$ cat config.mk
export PLATFORM = sky130hd
export DESIGN_NAME = if_fetch_stage
export DESIGN_NICKNAME = d
export VERILOG_FILES = /design/src/rtl/if_fetch_stage.sv
export SDC_FILE = /design/constraint.sdc
export NUM_CORES = 1
export LEC_CHECK = 0
export BUFFER_PORTS_ARGS = -buffer_cell sky130_fd_sc_hd__buf_2
export CORE_ASPECT_RATIO = 0.6
export CORE_MARGIN = 2
export CORE_UTILIZATION = 40
export CTS_CLUSTER_DIAMETER = 60
export CTS_CLUSTER_SIZE = 12
export DETAILED_ROUTE_END_ITERATION = 10
export GPL_ROUTABILITY_DRIVEN = 0
export GPL_TIMING_DRIVEN = 0
export PLACE_DENSITY = 0.68
export SLEW_MARGIN = 15
export SYNTH_ARGS = -nofsm -noshare
export SYNTH_HDL_FRONTEND = slang
export SYNTH_SLANG_ARGS = --single-unit
$ cat constraint.sdc
create_clock -name clk -period 2.8 [get_ports clk]
set_clock_uncertainty 0.1 [all_clocks]
set_input_delay 0.14 -clock clk [delete_from_list [all_inputs] [get_ports clk]]
set_output_delay 0.14 -clock clk [all_outputs]
set_load 0.02 [all_outputs]
$ cat src/rtl/if_fetch_stage.sv
// if_fetch_stage -- instruction-fetch stage of a 5-stage MIPS pipeline.
//
// Holds the PC, drives a synchronous (1-cycle latency) instruction memory,
// tracks the single in-flight fetch and fills the IF/ID pipeline register.
// Handles stall (pc_write=0), flush (wrong-path kill), global enable and HALT.
//
// Ports:
//   clk, reset        rising-edge clock, synchronous active-high reset
//   enable            0 freezes every register in the stage
//   next_pc           next PC from the PC-select mux
//   pc_write          0 = stall (hold PC, in-flight fetch and IF/ID)
//   flush             kill the in-flight wrong-path fetch, load next_pc
//   imem_addr         word address (pc[ADDR_WIDTH+1:2])
//   imem_rd_en        memory read enable; memory holds its output while low
//   imem_data         memory read data, valid one cycle after the address
//   pc, pc_plus4      current PC and pc+4 (combinational)
//   if_id_instr       IF/ID instruction
//   if_id_pc_plus4    IF/ID pc+4 of that instruction
//   if_id_valid       IF/ID holds a live instruction
//   halted            HALT fetched, stage frozen until reset
//   fetch_count       (only with FETCH_COUNT_EN) saturating count of valid
//                     instructions loaded into IF/ID
//
// Optional feature macro: FETCH_COUNT_EN
//
// state   | meaning
// --------+---------------------------------------------
// ST_RUN  | normal fetching
// ST_HALT | HALT reached IF/ID; absorbing until reset

module if_fetch_stage #(
    parameter int                   BUS_WIDTH   = 32,
    parameter int                   ADDR_WIDTH  = 10,
    parameter logic [BUS_WIDTH-1:0] RESET_PC    = 32'h0000_0000,
    parameter logic [5:0]           HALT_OPCODE = 6'b111111
) (
    input  logic                  clk,
    input  logic                  reset,
    input  logic                  enable,
    input  logic [BUS_WIDTH-1:0]  next_pc,
    input  logic                  pc_write,
    input  logic                  flush,
    output logic [ADDR_WIDTH-1:0] imem_addr,
    output logic                  imem_rd_en,
    input  logic [BUS_WIDTH-1:0]  imem_data,
    output logic [BUS_WIDTH-1:0]  pc,
    output logic [BUS_WIDTH-1:0]  pc_plus4,
    output logic [BUS_WIDTH-1:0]  if_id_instr,
    output logic [BUS_WIDTH-1:0]  if_id_pc_plus4,
    output logic                  if_id_valid,
    output logic                  halted
`ifdef FETCH_COUNT_EN
    ,
    output logic [31:0]           fetch_count
`endif
);

    localparam logic [0:0] ST_RUN  = 1'b0;
    localparam logic [0:0] ST_HALT = 1'b1;

    logic [0:0]           state_q, state_d;
    logic [BUS_WIDTH-1:0] pc_q, pc_d;
    logic                 inflight_valid_q, inflight_valid_d;
    logic [BUS_WIDTH-1:0] inflight_pc4_q, inflight_pc4_d;
    logic [BUS_WIDTH-1:0] if_id_instr_q, if_id_instr_d;
    logic [BUS_WIDTH-1:0] if_id_pc_plus4_q, if_id_pc_plus4_d;
    logic                 if_id_valid_q, if_id_valid_d;
    logic                 halted_q, halted_d;

    logic run;
    logic advance;
    logic halt_hit;
    logic if_id_load_live;

    assign run        = (state_q == ST_RUN);
    assign advance    = enable & pc_write & run;
    assign imem_rd_en = enable & (pc_write | flush) & run;
    assign pc_plus4   = pc_q + BUS_WIDTH'(4);
    assign imem_addr  = pc_q[ADDR_WIDTH+1:2];

    // A HALT on the wrong path (arriving with flush) must be discarded.
    assign halt_hit = inflight_valid_q & ~flush & advance &
                      (imem_data[BUS_WIDTH-1 -: 6] == HALT_OPCODE);

    always_comb begin
        state_d          = state_q;
        pc_d             = pc_q;
        inflight_valid_d = inflight_valid_q;
        inflight_pc4_d   = inflight_pc4_q;
        if_id_instr_d    = if_id_instr_q;
        if_id_pc_plus4_d = if_id_pc_plus4_q;
        if_id_valid_d    = if_id_valid_q;
        halted_d         = halted_q;
        if_id_load_live  = 1'b0;

        if (!run) begin
            // HALT has already been handed to IF/ID; retire it after one cycle.
            if_id_valid_d = 1'b0;
        end else if (enable) begin
            if (flush) begin
                pc_d             = next_pc;
                inflight_pc4_d   = pc_plus4;
                inflight_valid_d = 1'b0;
                if_id_instr_d    = imem_data;
                if_id_pc_plus4_d = inflight_pc4_q;
                if_id_valid_d    = 1'b0;
            end else if (pc_write) begin
                if_id_instr_d    = imem_data;
                if_id_pc_plus4_d = inflight_pc4_q;
                if (halt_hit) begin
                    // PC stays at HALT address + 4; no further fetch issued.
                    if_id_valid_d    = 1'b1;
                    inflight_valid_d = 1'b0;
                    state_d          = ST_HALT;
                    halted_d         = 1'b1;
                    if_id_load_live  = 1'b1;
                end else begin
                    pc_d             = next_pc;
                    inflight_pc4_d   = pc_plus4;
                    inflight_valid_d = 1'b1;
                    if_id_valid_d    = inflight_valid_q;
                    if_id_load_live  = inflight_valid_q;
                end
            end
        end
    end

    always_ff @(posedge clk) begin
        if (reset) begin
            state_q          <= ST_RUN;
            pc_q             <= RESET_PC;
            inflight_valid_q <= 1'b0;
            inflight_pc4_q   <= '0;
            if_id_instr_q    <= '0;
            if_id_pc_plus4_q <= '0;
            if_id_valid_q    <= 1'b0;
            halted_q         <= 1'b0;
        end else begin
            state_q          <= state_d;
            pc_q             <= pc_d;
            inflight_valid_q <= inflight_valid_d;
            inflight_pc4_q   <= inflight_pc4_d;
            if_id_instr_q    <= if_id_instr_d;
            if_id_pc_plus4_q <= if_id_pc_plus4_d;
            if_id_valid_q    <= if_id_valid_d;
            halted_q         <= halted_d;
        end
    end

    assign pc             = pc_q;
    assign if_id_instr    = if_id_instr_q;
    assign if_id_pc_plus4 = if_id_pc_plus4_q;
    assign if_id_valid    = if_id_valid_q;
    assign halted         = halted_q;

`ifdef FETCH_COUNT_EN
    logic [31:0] fetch_count_q, fetch_count_d;

    always_comb begin
        fetch_count_d = fetch_count_q;
        if (if_id_load_live && fetch_count_q != 32'hFFFF_FFFF) begin
            fetch_count_d = fetch_count_q + 32'd1;
        end
    end

    always_ff @(posedge clk) begin
        if (reset) begin
            fetch_count_q <= '0;
        end else begin
            fetch_count_q <= fetch_count_d;
        end
    end

    assign fetch_count = fetch_count_q;
`endif

endmodule

==> flow_summary.yaml <==
finish:
  antenna_cells: 0
  final_common_cell: "buf_2"
  drive_gt1_frac: 0.291
  area_delta_synth_final_pct: 50.5
  num-fill-cells: 1195
  layout_common_cells: "buf_2, nand2_1, dfxtp_1"
  final_util: 0.620
  final_nets: 1047
global_route:
  antenna_found_initial: 0
  grt_max_degree: 17
  grt_overflow: 0
  grt_pass1_vias: 5329
  grt_pass1_wl_um: 27100
  grt_usage: 0.243
clock_tree:
  h-tree-depth: 4
  cts_sinks: 132
  clockBufferDepth: 2
  cts_tree: "built"
  cts_buffers: 17
  path_clk_slew_ns: 0.06
  insertion_delay_ns: 0.42
  ctsRootBufferMaster: "clkbuf_16"
setup_path:
  path_class: "register to output pin"
  start_kind: "register"
  cp.arrival_ns: 2.50
  cp.required_ns: 2.56
  crit_path_cell_trace: "nand4_4 > nor4_1 > and3_1 > xor2_1 > buf_2"
  slowest_delay_ns: 0.57
  cp_slowest_cell: "nor4_1"
  crit_path_max_fanout: 8
  crit_path_end_kind: "output pin"
  worstReg2RegStart: "state_q"
  reg2reg_slack_ns: 0.47
  reg2reg_depth: 6
  r2r_end: "inflight_pc4_q[7]"
route:
  wl_per_cell_um: 15.0
  drt_iter0_markers: 306
  routed_wl_um: 17400
  vias: 5685
  ant_nets: 0
  routed_via_density: 4.90
  drc: 0
  drtPass1Iterations: 5
place:
  portBuffers: 208
  detailed_place_hpwl_um: 12200
floorplanning:
  core_area_mm2: 0.0129
  die_y_um: 93.3
  die_area_mm2: 0.0143
  row_count: 32
  start_util: 0.412
  io_pins: 210
  die_w_um: 153
logic_synthesis:
  yosys_warnings: 0
  syn_avg_cell_area_um2: 7.83
  postSynthCellCount: 679
  synth_nets: 749
  yosysSeqAreaShare: 0.497
  synth_seq_cells: 132
  yosysUniqueCellTypes: 38
  ys_async_sr_fraction: 0
  ys.flop_type: "dfxtp_1"
  synth_area_mm2: 0.00531
  synth-edff-count: 0
timing:
  maxSlewHeadroom: 0.526
  fin_crit_sh: 0.979
  period_needed_ns: 2.74
  fin_setup_tns_ns: 0
  max_freq_ghz: 0.365
  final-hold-violation-count: 0
  worst-slew-pin-transition_ns: 0.709
  slew_violations: 0
  setup_viol_count_final: 0
status:
  status: "finished clean"
power:
  ir_drop_uv: 383
  powerDensity_mw_per_mm2: 650
  p_leak_uw: 0.00364
min_path:
  worstHoldStart: "enable"
  hold_end: "halted"
  min_path_type: "input pin to register"
  hold-path-cell-count: 5
job:
  drv_cap: 0
-- flip-flops by register name, indices dropped and copies added, names as in the netlist --
| register | cells |
|---|---|
| if_id_pc_plus4 | 32 |
| if_id_valid | 1 |
| state_q | 1 |
| inflight_valid_q | 1 |
| pc | 32 |
| halted | 1 |
| if_id_instr | 32 |
| inflight_pc4_q | 32 |
-- through the flow --
| step | power [uW] | hold WS [ns] | std cells | cell area (um2) | setup WS, ns |
|---|---|---|---|---|---|
| final | 5190 | 0.137 | 1160 | 8000 | 0.0596 |
| after global routing | 5390 | 0.208 | 1160 | 8000 | -0.00505 |
| after CTS | 5210 | 0.104 | 1157 | 7940 | 0.000742 |
| after detailed placement | 2690 | 0.286 | 1057 | 6570 | 0.116 |
| after global placement | 2690 | 0.284 | 1057 | 6570 | 0.148 |
| after floorplan | 2450 | 0.176 | 679 | 5310 | 0.285 |
-- critical path, delay by kind of cell (launching register included) --
family        cells  cell delay [ns]
flops             1             0.52
buf+inv           1             0.23
simple gates      3             1.01
xor+xnor          1             0.32
-- routing by layer --
layer	up-vias	global-route usage	part of all wire
met5	-	0	0
met4	0	0.0671	0.0081
met3	16	0.0644	0.081
met2	200	0.373	0.43
met1	2655	0.338	0.48
li1	2814	-	-
-- worst max-delay path by stage --
stage / start / endpoint / slack [ns] / cells after the start
after floorplan: pc[2] / inflight_pc4_q[24] / 0.29 / 6
after global placement: pc[2] / pc_plus4[24] / 0.15 / 6
after detailed placement: pc[2] / pc_plus4[24] / 0.12 / 6
after CTS: pc[2] / pc_plus4[22] / 0.0007 / 6
after global routing: pc[5] / pc_plus4[17] / -0.005 / 6
final: pc[10] / pc_plus4[17] / 0.06 / 5
-- cell type report --
type / count / area (um2) / share of cell area
Clock inverter: 10 / 169 / 0.0211
Multi-Input combinational cell: 473 / 2370 / 0.296
Sequential cell: 132 / 2650 / 0.332
Timing Repair Buffer: 279 / 1750 / 0.218
Inverter: 17 / 63.8 / 0.00798
Tap cell: 170 / 213 / 0.0266
Buffer: 57 / 288 / 0.0360
Clock buffer: 22 / 494 / 0.0618
-- what timing repair did --
action	4_1_cts	5_1_grt
endpoints found under the hold margin	66	0
gates resized for setup	7	13
buffers inserted	0	3
hold buffers	68	0
pin swaps	1	4
endpoints found under the setup margin	4	9
-- Yosys cell counts (3+ instances only) --
master / count / area share
o21bai_1: 3 / 0.0042
nand4_1: 7 / 0.0082
buf_2: 13 / 0.012
xor2_1: 13 / 0.021
nor3_1: 18 / 0.017
nand3_1: 14 / 0.013
xnor2_1: 12 / 0.020
clkbuf_1: 27 / 0.019
nor4_1: 3 / 0.0035
nand2_1: 214 / 0.15
nor2_1: 33 / 0.023
o21ai_0: 3 / 0.0028
dfxtp_1: 132 / 0.50
and4_1: 3 / 0.0049
a21oi_1: 114 / 0.11
o21a_1: 12 / 0.017
buf_4: 12 / 0.017
buf_1: 5 / 0.0035
inv_1: 17 / 0.012
-- logic make-up after synthesis --
group                    after synthesis  share of synthesized area
AND/OR/NAND/NOR                      308                      0.252
AO/OA/AOI/OAI                        138                      0.140
flip-flops                           132                      0.497
buffers and inverters                 74                     0.0638
XOR/XNOR                              26                     0.0443
adder cells (fa/ha/maj)                1                    0.00235
-- report_power, final --
group	switching (uW)	internal, uW	leakage, uW
combinational	406	272	0.00224
sequential	83.2	1970	0.00108
clock	843	1620	0.000315
No activity file was read; power rests on OpenSTA's default activity.
